`src/rtl/dnn_pkg.sv`:
```
`default_nettype none
// ============================================================================
// Package : dnn_pkg
// Brief   : Shared constants and smoothing-state encoding for the DNN decider.
// Revision: 1.0 - initial release
// ============================================================================
package dnn_pkg;

    localparam int DNN_NUM_CLASSES = 12;
    localparam int DNN_CLS_W       = 4;
    localparam int DNN_SIL_CLASS   = 0;
    localparam int DNN_SCORE_W     = 11;

    typedef enum logic [1:0] {
        IDLE    = 2'd0,
        TRACK   = 2'd1,
        LOCKOUT = 2'd2
    } smooth_state_t;

endpackage
`default_nettype wire

```
`src/rtl/dnn_frame_argmax.sv`:
```
`default_nettype none
// ============================================================================
// Module  : dnn_frame_argmax
// Brief   : Streaming argmax over one frame of class scores, with gap timeout.
// Revision: 1.0 - initial release
// ============================================================================
module dnn_frame_argmax
    import dnn_pkg::*;
#(
    parameter int NUM_CLASSES = DNN_NUM_CLASSES,
    parameter int CLS_W       = DNN_CLS_W,
    parameter int GAP_MAX     = 64
) (
    input  logic                   clk,
    input  logic                   reset,
    input  logic [DNN_SCORE_W-1:0] vec_in,
    input  logic                   dv_in,
    output logic [CLS_W-1:0]       frame_class,
    output logic [DNN_SCORE_W-1:0] frame_score,
    output logic                   frame_dv,
    output logic                   frame_abort
);

    localparam int c_gap_w = $clog2(GAP_MAX + 1);

    logic [CLS_W-1:0]       r_elem_cnt;
    logic [CLS_W-1:0]       r_max_idx;
    logic [DNN_SCORE_W-1:0] r_max_score;
    logic [c_gap_w-1:0]     r_gap_cnt;

    logic [CLS_W-1:0]       w_next_idx;
    logic [DNN_SCORE_W-1:0] w_next_score;
    logic                   w_last_beat;
    logic                   w_timeout;

    // Strict compare keeps the lowest index on ties.
    always_comb begin
        w_next_idx   = r_max_idx;
        w_next_score = r_max_score;
        if (r_elem_cnt == '0) begin
            w_next_idx   = '0;
            w_next_score = vec_in;
        end else if (vec_in > r_max_score) begin
            w_next_idx   = r_elem_cnt;
            w_next_score = vec_in;
        end
    end

    assign w_last_beat = (r_elem_cnt == CLS_W'(NUM_CLASSES - 1));
    assign w_timeout   = (r_elem_cnt != '0) && (r_gap_cnt == c_gap_w'(GAP_MAX - 1));

    always_ff @(posedge clk or negedge reset) begin
        if (!reset) begin
            r_elem_cnt  <= '0;
            r_max_idx   <= '0;
            r_max_score <= '0;
            r_gap_cnt   <= '0;
            frame_class <= '0;
            frame_score <= '0;
            frame_dv    <= 1'b0;
            frame_abort <= 1'b0;
        end else begin
            frame_dv    <= 1'b0;
            frame_abort <= 1'b0;
            if (dv_in) begin
                r_gap_cnt   <= '0;
                r_max_idx   <= w_next_idx;
                r_max_score <= w_next_score;
                if (w_last_beat) begin
                    frame_dv    <= 1'b1;
                    frame_class <= w_next_idx;
                    frame_score <= w_next_score;
                    r_elem_cnt  <= '0;
                end else begin
                    r_elem_cnt <= r_elem_cnt + 1'b1;
                end
            end else if (r_elem_cnt != '0) begin
                // A beat in the timeout cycle takes the branch above instead.
                if (w_timeout) begin
                    frame_abort <= 1'b1;
                    r_elem_cnt  <= '0;
                    r_gap_cnt   <= '0;
                end else begin
                    r_gap_cnt <= r_gap_cnt + 1'b1;
                end
            end
        end
    end

endmodule
`default_nettype wire

```
`src/rtl/dnn_posterior_decider.sv`:
```
`default_nettype none
// ============================================================================
// Module  : dnn_posterior_decider
// Brief   : Frame argmax plus run-length smoothing and lockout -> word pulse.
// Revision: 1.0 - initial release
// ============================================================================
module dnn_posterior_decider
    import dnn_pkg::*;
#(
    parameter int                   NUM_CLASSES    = DNN_NUM_CLASSES,
    parameter int                   CLS_W          = DNN_CLS_W,
    parameter int                   SIL_CLASS      = DNN_SIL_CLASS,
    parameter logic [DNN_SCORE_W-1:0] SCORE_THR    = 11'd512,
    parameter int                   HOLD_FRAMES    = 5,
    parameter int                   LOCKOUT_FRAMES = 20,
    parameter int                   GAP_MAX        = 64
) (
    input  logic                   clk,
    input  logic                   reset,
    input  logic [DNN_SCORE_W-1:0] vec_in,
    input  logic                   dv_in,
    output logic [CLS_W-1:0]       frame_class,
    output logic [DNN_SCORE_W-1:0] frame_score,
    output logic                   frame_dv,
    output logic [CLS_W-1:0]       word_id,
    output logic                   word_dv,
    output logic                   frame_abort
);

    localparam int c_run_w  = (HOLD_FRAMES < 2) ? 1 : $clog2(HOLD_FRAMES + 1);
    localparam int c_lock_w = (LOCKOUT_FRAMES < 2) ? 1 : $clog2(LOCKOUT_FRAMES + 1);

    smooth_state_t       r_state;
    logic [CLS_W-1:0]    r_run_cls;
    logic [c_run_w-1:0]  r_run_cnt;
    logic [c_lock_w-1:0] r_lock_cnt;

    logic w_qual;
    logic w_fire;

    dnn_frame_argmax #(
        .NUM_CLASSES (NUM_CLASSES),
        .CLS_W       (CLS_W),
        .GAP_MAX     (GAP_MAX)
    ) u_argmax (
        .clk         (clk),
        .reset       (reset),
        .vec_in      (vec_in),
        .dv_in       (dv_in),
        .frame_class (frame_class),
        .frame_score (frame_score),
        .frame_dv    (frame_dv),
        .frame_abort (frame_abort)
    );

    assign w_qual = (frame_class != CLS_W'(SIL_CLASS)) && (frame_score >= SCORE_THR);

    // The run reaches HOLD_FRAMES on this frame.
    always_comb begin
        w_fire = 1'b0;
        if (frame_dv && w_qual) begin
            if (r_state == IDLE)
                w_fire = (HOLD_FRAMES <= 1);
            else if (r_state == TRACK)
                w_fire = (frame_class == r_run_cls) &&
                         (r_run_cnt == c_run_w'(HOLD_FRAMES - 1));
        end
    end

    always_ff @(posedge clk or negedge reset) begin
        if (!reset) begin
            r_state    <= IDLE;
            r_run_cls  <= '0;
            r_run_cnt  <= '0;
            r_lock_cnt <= '0;
            word_dv    <= 1'b0;
            word_id    <= '0;
        end else begin
            word_dv <= 1'b0;
            if (w_fire) begin
                word_dv    <= 1'b1;
                word_id    <= frame_class;
                r_run_cnt  <= '0;
                r_lock_cnt <= c_lock_w'(LOCKOUT_FRAMES);
                r_state    <= (LOCKOUT_FRAMES > 0) ? LOCKOUT : IDLE;
            end else if (frame_dv) begin
                case (r_state)
                    IDLE: begin
                        if (w_qual) begin
                            r_state   <= TRACK;
                            r_run_cls <= frame_class;
                            r_run_cnt <= c_run_w'(1);
                        end
                    end
                    TRACK: begin
                        if (!w_qual) begin
                            r_state   <= IDLE;
                            r_run_cnt <= '0;
                        end else if (frame_class != r_run_cls) begin
                            r_run_cls <= frame_class;
                            r_run_cnt <= c_run_w'(1);
                        end else begin
                            r_run_cnt <= r_run_cnt + 1'b1;
                        end
                    end
                    LOCKOUT: begin
                        // The frame that exhausts the lockout is not evaluated.
                        r_lock_cnt <= r_lock_cnt - 1'b1;
                        if (r_lock_cnt <= c_lock_w'(1))
                            r_state <= IDLE;
                    end
                    default: r_state <= IDLE;
                endcase
            end
        end
    end

endmodule
`default_nettype wire

```
`config.mk`:
```
export PLATFORM = sky130hd
export DESIGN_NAME = dnn_posterior_decider
export DESIGN_NICKNAME = d
export VERILOG_FILES = /design/src/rtl/dnn_pkg.sv /design/src/rtl/dnn_frame_argmax.sv /design/src/rtl/dnn_posterior_decider.sv
export SDC_FILE = /design/constraint.sdc
export NUM_CORES = 1
export LEC_CHECK = 0
export CELL_PAD_IN_SITES_DETAIL_PLACEMENT = 0
export CELL_PAD_IN_SITES_GLOBAL_PLACEMENT = 2
export CORE_ASPECT_RATIO = 0.5
export CORE_MARGIN = 2
export CORE_UTILIZATION = 32
export DETAILED_ROUTE_END_ITERATION = 16
export GPL_ROUTABILITY_DRIVEN = 0
export GPL_TIMING_DRIVEN = 0
export PLACE_DENSITY_LB_ADDON = 0.1
export SETUP_SLACK_MARGIN = 0.3
export SYNTH_ARGS = -nofsm -noshare
export SYNTH_HDL_FRONTEND = slang
export SYNTH_SLANG_ARGS = --single-unit
export TNS_END_PERCENT = 5
```
`constraint.sdc`:
```
create_clock -name clk -period 2.32 [get_ports clk]
set_clock_uncertainty 0.1 [all_clocks]
set_input_delay 0.232 -clock clk [delete_from_list [all_inputs] [get_ports clk]]
set_output_delay 0.232 -clock clk [all_outputs]
set_load 0.01 [all_outputs]
```
==> results_dict.tcl <==
set metrics [dict create \
    status "finished clean" \
    hold_start "vec_in[4]" \
    synth_top_area_share_pct 49.40 \
    yosysTopAreaCell "dfrtp_1" \
    crit_start "u_argmax.r_max_score[4]" \
    final_area_um2 4267 \
    path_clk_slew_ns 0.05 \
    synth_most_common_cell "dfrtp_1" \
    rsz0062_at_grt "true" \
    ys_top_cells_by_area "dfrtp_1 (49%), ha_1 (7.2%), nand2_1 (5.3%), mux2_4 (4.3%), o21ai_0 (4.0%)" \
    drt_iter0_drc 87 \
    grt_pass1_wl_mm 12.31 \
    cts_tree "built" \
    core_um2 9478 \
    drv_slew 0 \
    grt_pass1_vias 2443 \
    syn_inst 311 \
    worst_slew_pin_slew_ns 0.8305 \
    hp-class "primary input to register" \
    start_util_pct 33.14 \
    pre_cts_ws_ns -0.6327 \
    yosys_warnings 0 \
    cts-root-buf "clkbuf_16" \
    dp_hpwl_mm 4.907 \
    cp.arrival_ns 2.42 \
    fp.dieW_um 144.1 \
    synth.top_cells.by_count "dfrtp_1 (62), nand2_1 (44), nor2_1 (28), o21ai_0 (25), inv_1 (20)" \
    diodes 0 \
    overflow 0 \
    finalPower_mw 4.921 \
    fin_ws_ns 0.007333 \
    die_area_um2 10670 \
    rows 25 \
    synth_seq_area_share_pct 49.40 \
    netlist_area_um2 3141 \
    post_route_cells_drive_above_1_share_pct 24.53 \
    area_growth_pct 35.86 \
    rr_startpoint "u_argmax.r_max_score[4]" \
    final.setup.tns_ns 0 \
    fp.dieH_um 74.05 \
    wirelength_mm 7.275 \
    synth.distinct_cells 44 \
    drcViolationCount 0 \
    cts_buffer_depth 2 \
    power.density_nw_per_um2 1153 \
    final_hold_viol_count 0 \
    io_buffers 35 \
    fin_nets 398 \
    maxCapViolCount 0 \
    worst-path-max-fanout 5 \
    antenna_found_initial 0 \
    num_io_pins 36 \
    crit_type "register to register" \
    timing.hold.ws_ns 0.2609 \
    period_minus_slack_ns 2.313 \
    critPathRequiredTime_ns 2.43 \
    fmax_mhz 432.4 \
    viasPerCell 4.674 \
    power.leakage_nw 1.944 \
    synth-edff-count 0 \
    cts.sinks 62 \
    setup-violations-final 0 \
    clock_latency_ns 0.33 \
    relSlewSlack_pct 44.63 \
    cts-htree-levels 3 \
    first_pass_iters 4 \
    syn-num-nets 343 \
    placed_area_um2 3657 \
    cts_buffers 9 \
    wire_per_inst_um 14.38 \
    critPathCaptureType "register" \
    track_usage_pct 15.23 \
    synthArstFlopShare_pct 100.0 \
    ys_ff_latch 62 \
    vias 2365 \
    syn_avg_cell_area_um2 10.10 \
    synth_flop_cell "dfrtp_1" \
    ant_nets 0 \
    fin_crit_sh_pct 99.68 \
    grt_max_degree 63 \
    setup.worst_path.start_class "register" \
    peakVddDrop_v 0.0005106 \
]
-- layout by cell type, fill, tap and decap left out, drive strengths merged, types with 2 or more instances in the layout --
| cell type | Yosys | final |
|---|---|---|
| nor2 | 28 | 28 |
| mux2 | 19 | 19 |
| xor2 | 8 | 8 |
| mux2i | 4 | 4 |
| dlygate4sd2 | 0 | 6 |
| o2bb2ai | 2 | 2 |
| nor3 | 7 | 7 |
| clkbuf | 7 | 16 |
| nand3 | 9 | 9 |
| xnor2 | 3 | 3 |
| a211oi | 3 | 3 |
| nor4 | 3 | 3 |
| o31ai | 2 | 2 |
| buf | 3 | 14 |
| a32o | 2 | 2 |
| dfrtp | 62 | 62 |
| or3b | 2 | 2 |
| nor3b | 2 | 2 |
| o21ai | 27 | 27 |
| clkinv | 0 | 2 |
| ha | 18 | 18 |
| nand4 | 3 | 3 |
| clkinvlp | 0 | 2 |
| a21oi | 17 | 17 |
| nand2 | 44 | 44 |
| inv | 21 | 21 |
| clkdlybuf4s50 | 0 | 28 |
| and3 | 2 | 2 |
-- critical path, cell delays in order, from the launching register on --
cell	delay [ns]
dfrtp_1	0.36
inv_2	0.06
ha_4	0.27
a21oi_2	0.05
o21ai_1	0.11
or3b_4	0.42
a21oi_4	0.18
o21a_1	0.18
buf_6	0.16
mux2_4	0.31
-- what timing repair did --
item / in CTS / in global routing
pin swaps: 13 / 9
buffers inserted: 6 / 1
endpoints found under the setup margin: 43 / 43
endpoints found under the hold margin: 62 / 0
hold buffers: 1 / 0
cloned: 1 / 0
resized for setup: 50 / 11
-- power breakdown --
| part | internal (mW) | total (mW) | switching, mW | leakage (nW) |
|---|---|---|---|---|
| logic | 1.03 | 1.93 | 0.903 | 0.986 |
| registers | 1.39 | 1.64 | 0.251 | 0.817 |
| clock network | 0.860 | 1.35 | 0.490 | 0.142 |
| total | 3.28 | 4.92 | 1.64 | 1.94 |
-- sequential cells by signal (all words and copies together), names as in the netlist --
signal and count:
r_run_cnt 3, u_argmax.r_gap_cnt 7, word_dv 1, u_argmax.frame_class 4
r_lock_cnt 5, u_argmax.frame_abort 1, u_argmax.r_max_idx 4, word_id 4
u_argmax.r_elem_cnt 4, u_argmax.frame_dv 1, u_argmax.r_max_score 11, r_run_cls 4
u_argmax.frame_score 11, r_state 2
-- logic make-up (layout without fill, tap and decap cells) --
kind of cell             count (synthesis)  count (layout)  share of synthesized area [%]
buffers and inverters                   31              91                          4.024
multiplexers                            23              23                          9.163
flip-flops                              62              62                          49.40
XOR/XNOR                                11              11                          3.068
AND/OR/NAND/NOR                        106             106                          15.26
AO/OA/AOI/OAI                           60              60                          11.91
adder cells (fa/ha/maj)                 18              18                          7.171
-- final cells by class --
cell class	count	area, um2
Buffer	10	68.82
Clock buffer	11	242.7
Clock inverter	5	58.81
Fill cell	923	5211
Inverter	21	81.33
Multi-Input combinational cell	218	1683
Sequential cell	62	1553
Tap cell	135	168.9
Timing Repair Buffer	44	410.4
-- worst paths after layout --
check / to / slack (ns) / cells after the start
max: u_argmax.r_max_score[5] / 0.007 / 9
min: u_argmax.frame_score[4] / 0.26 / 3
max reg2reg: u_argmax.r_max_score[5] / 0.007 / 9
min in group asynchronous: u_argmax.frame_score[5] / 0.43 / 2
min reg2reg: u_argmax.r_max_idx[1] / 0.39 / 1
max in group asynchronous: u_argmax.r_elem_cnt[0] / 1.07 / 2
-- metrics by stage --
stage,util [%],cells
floorplan,-,311
global placement,38.61,481
detailed placement,38.59,481
CTS,44.50,505
global route,45.02,506
finish,45.02,506
-- routing by layer --
metal	track usage, %	part of all wire (%)	vias to the layer above
met1	21.07	52	1142
li1	-	-	1186
met2	23.39	44	30
met4	3.922	0.88	0
met3	4.894	3.1	7
met5	0	0	-
Note: power is estimated with default switching activity, not from simulation.
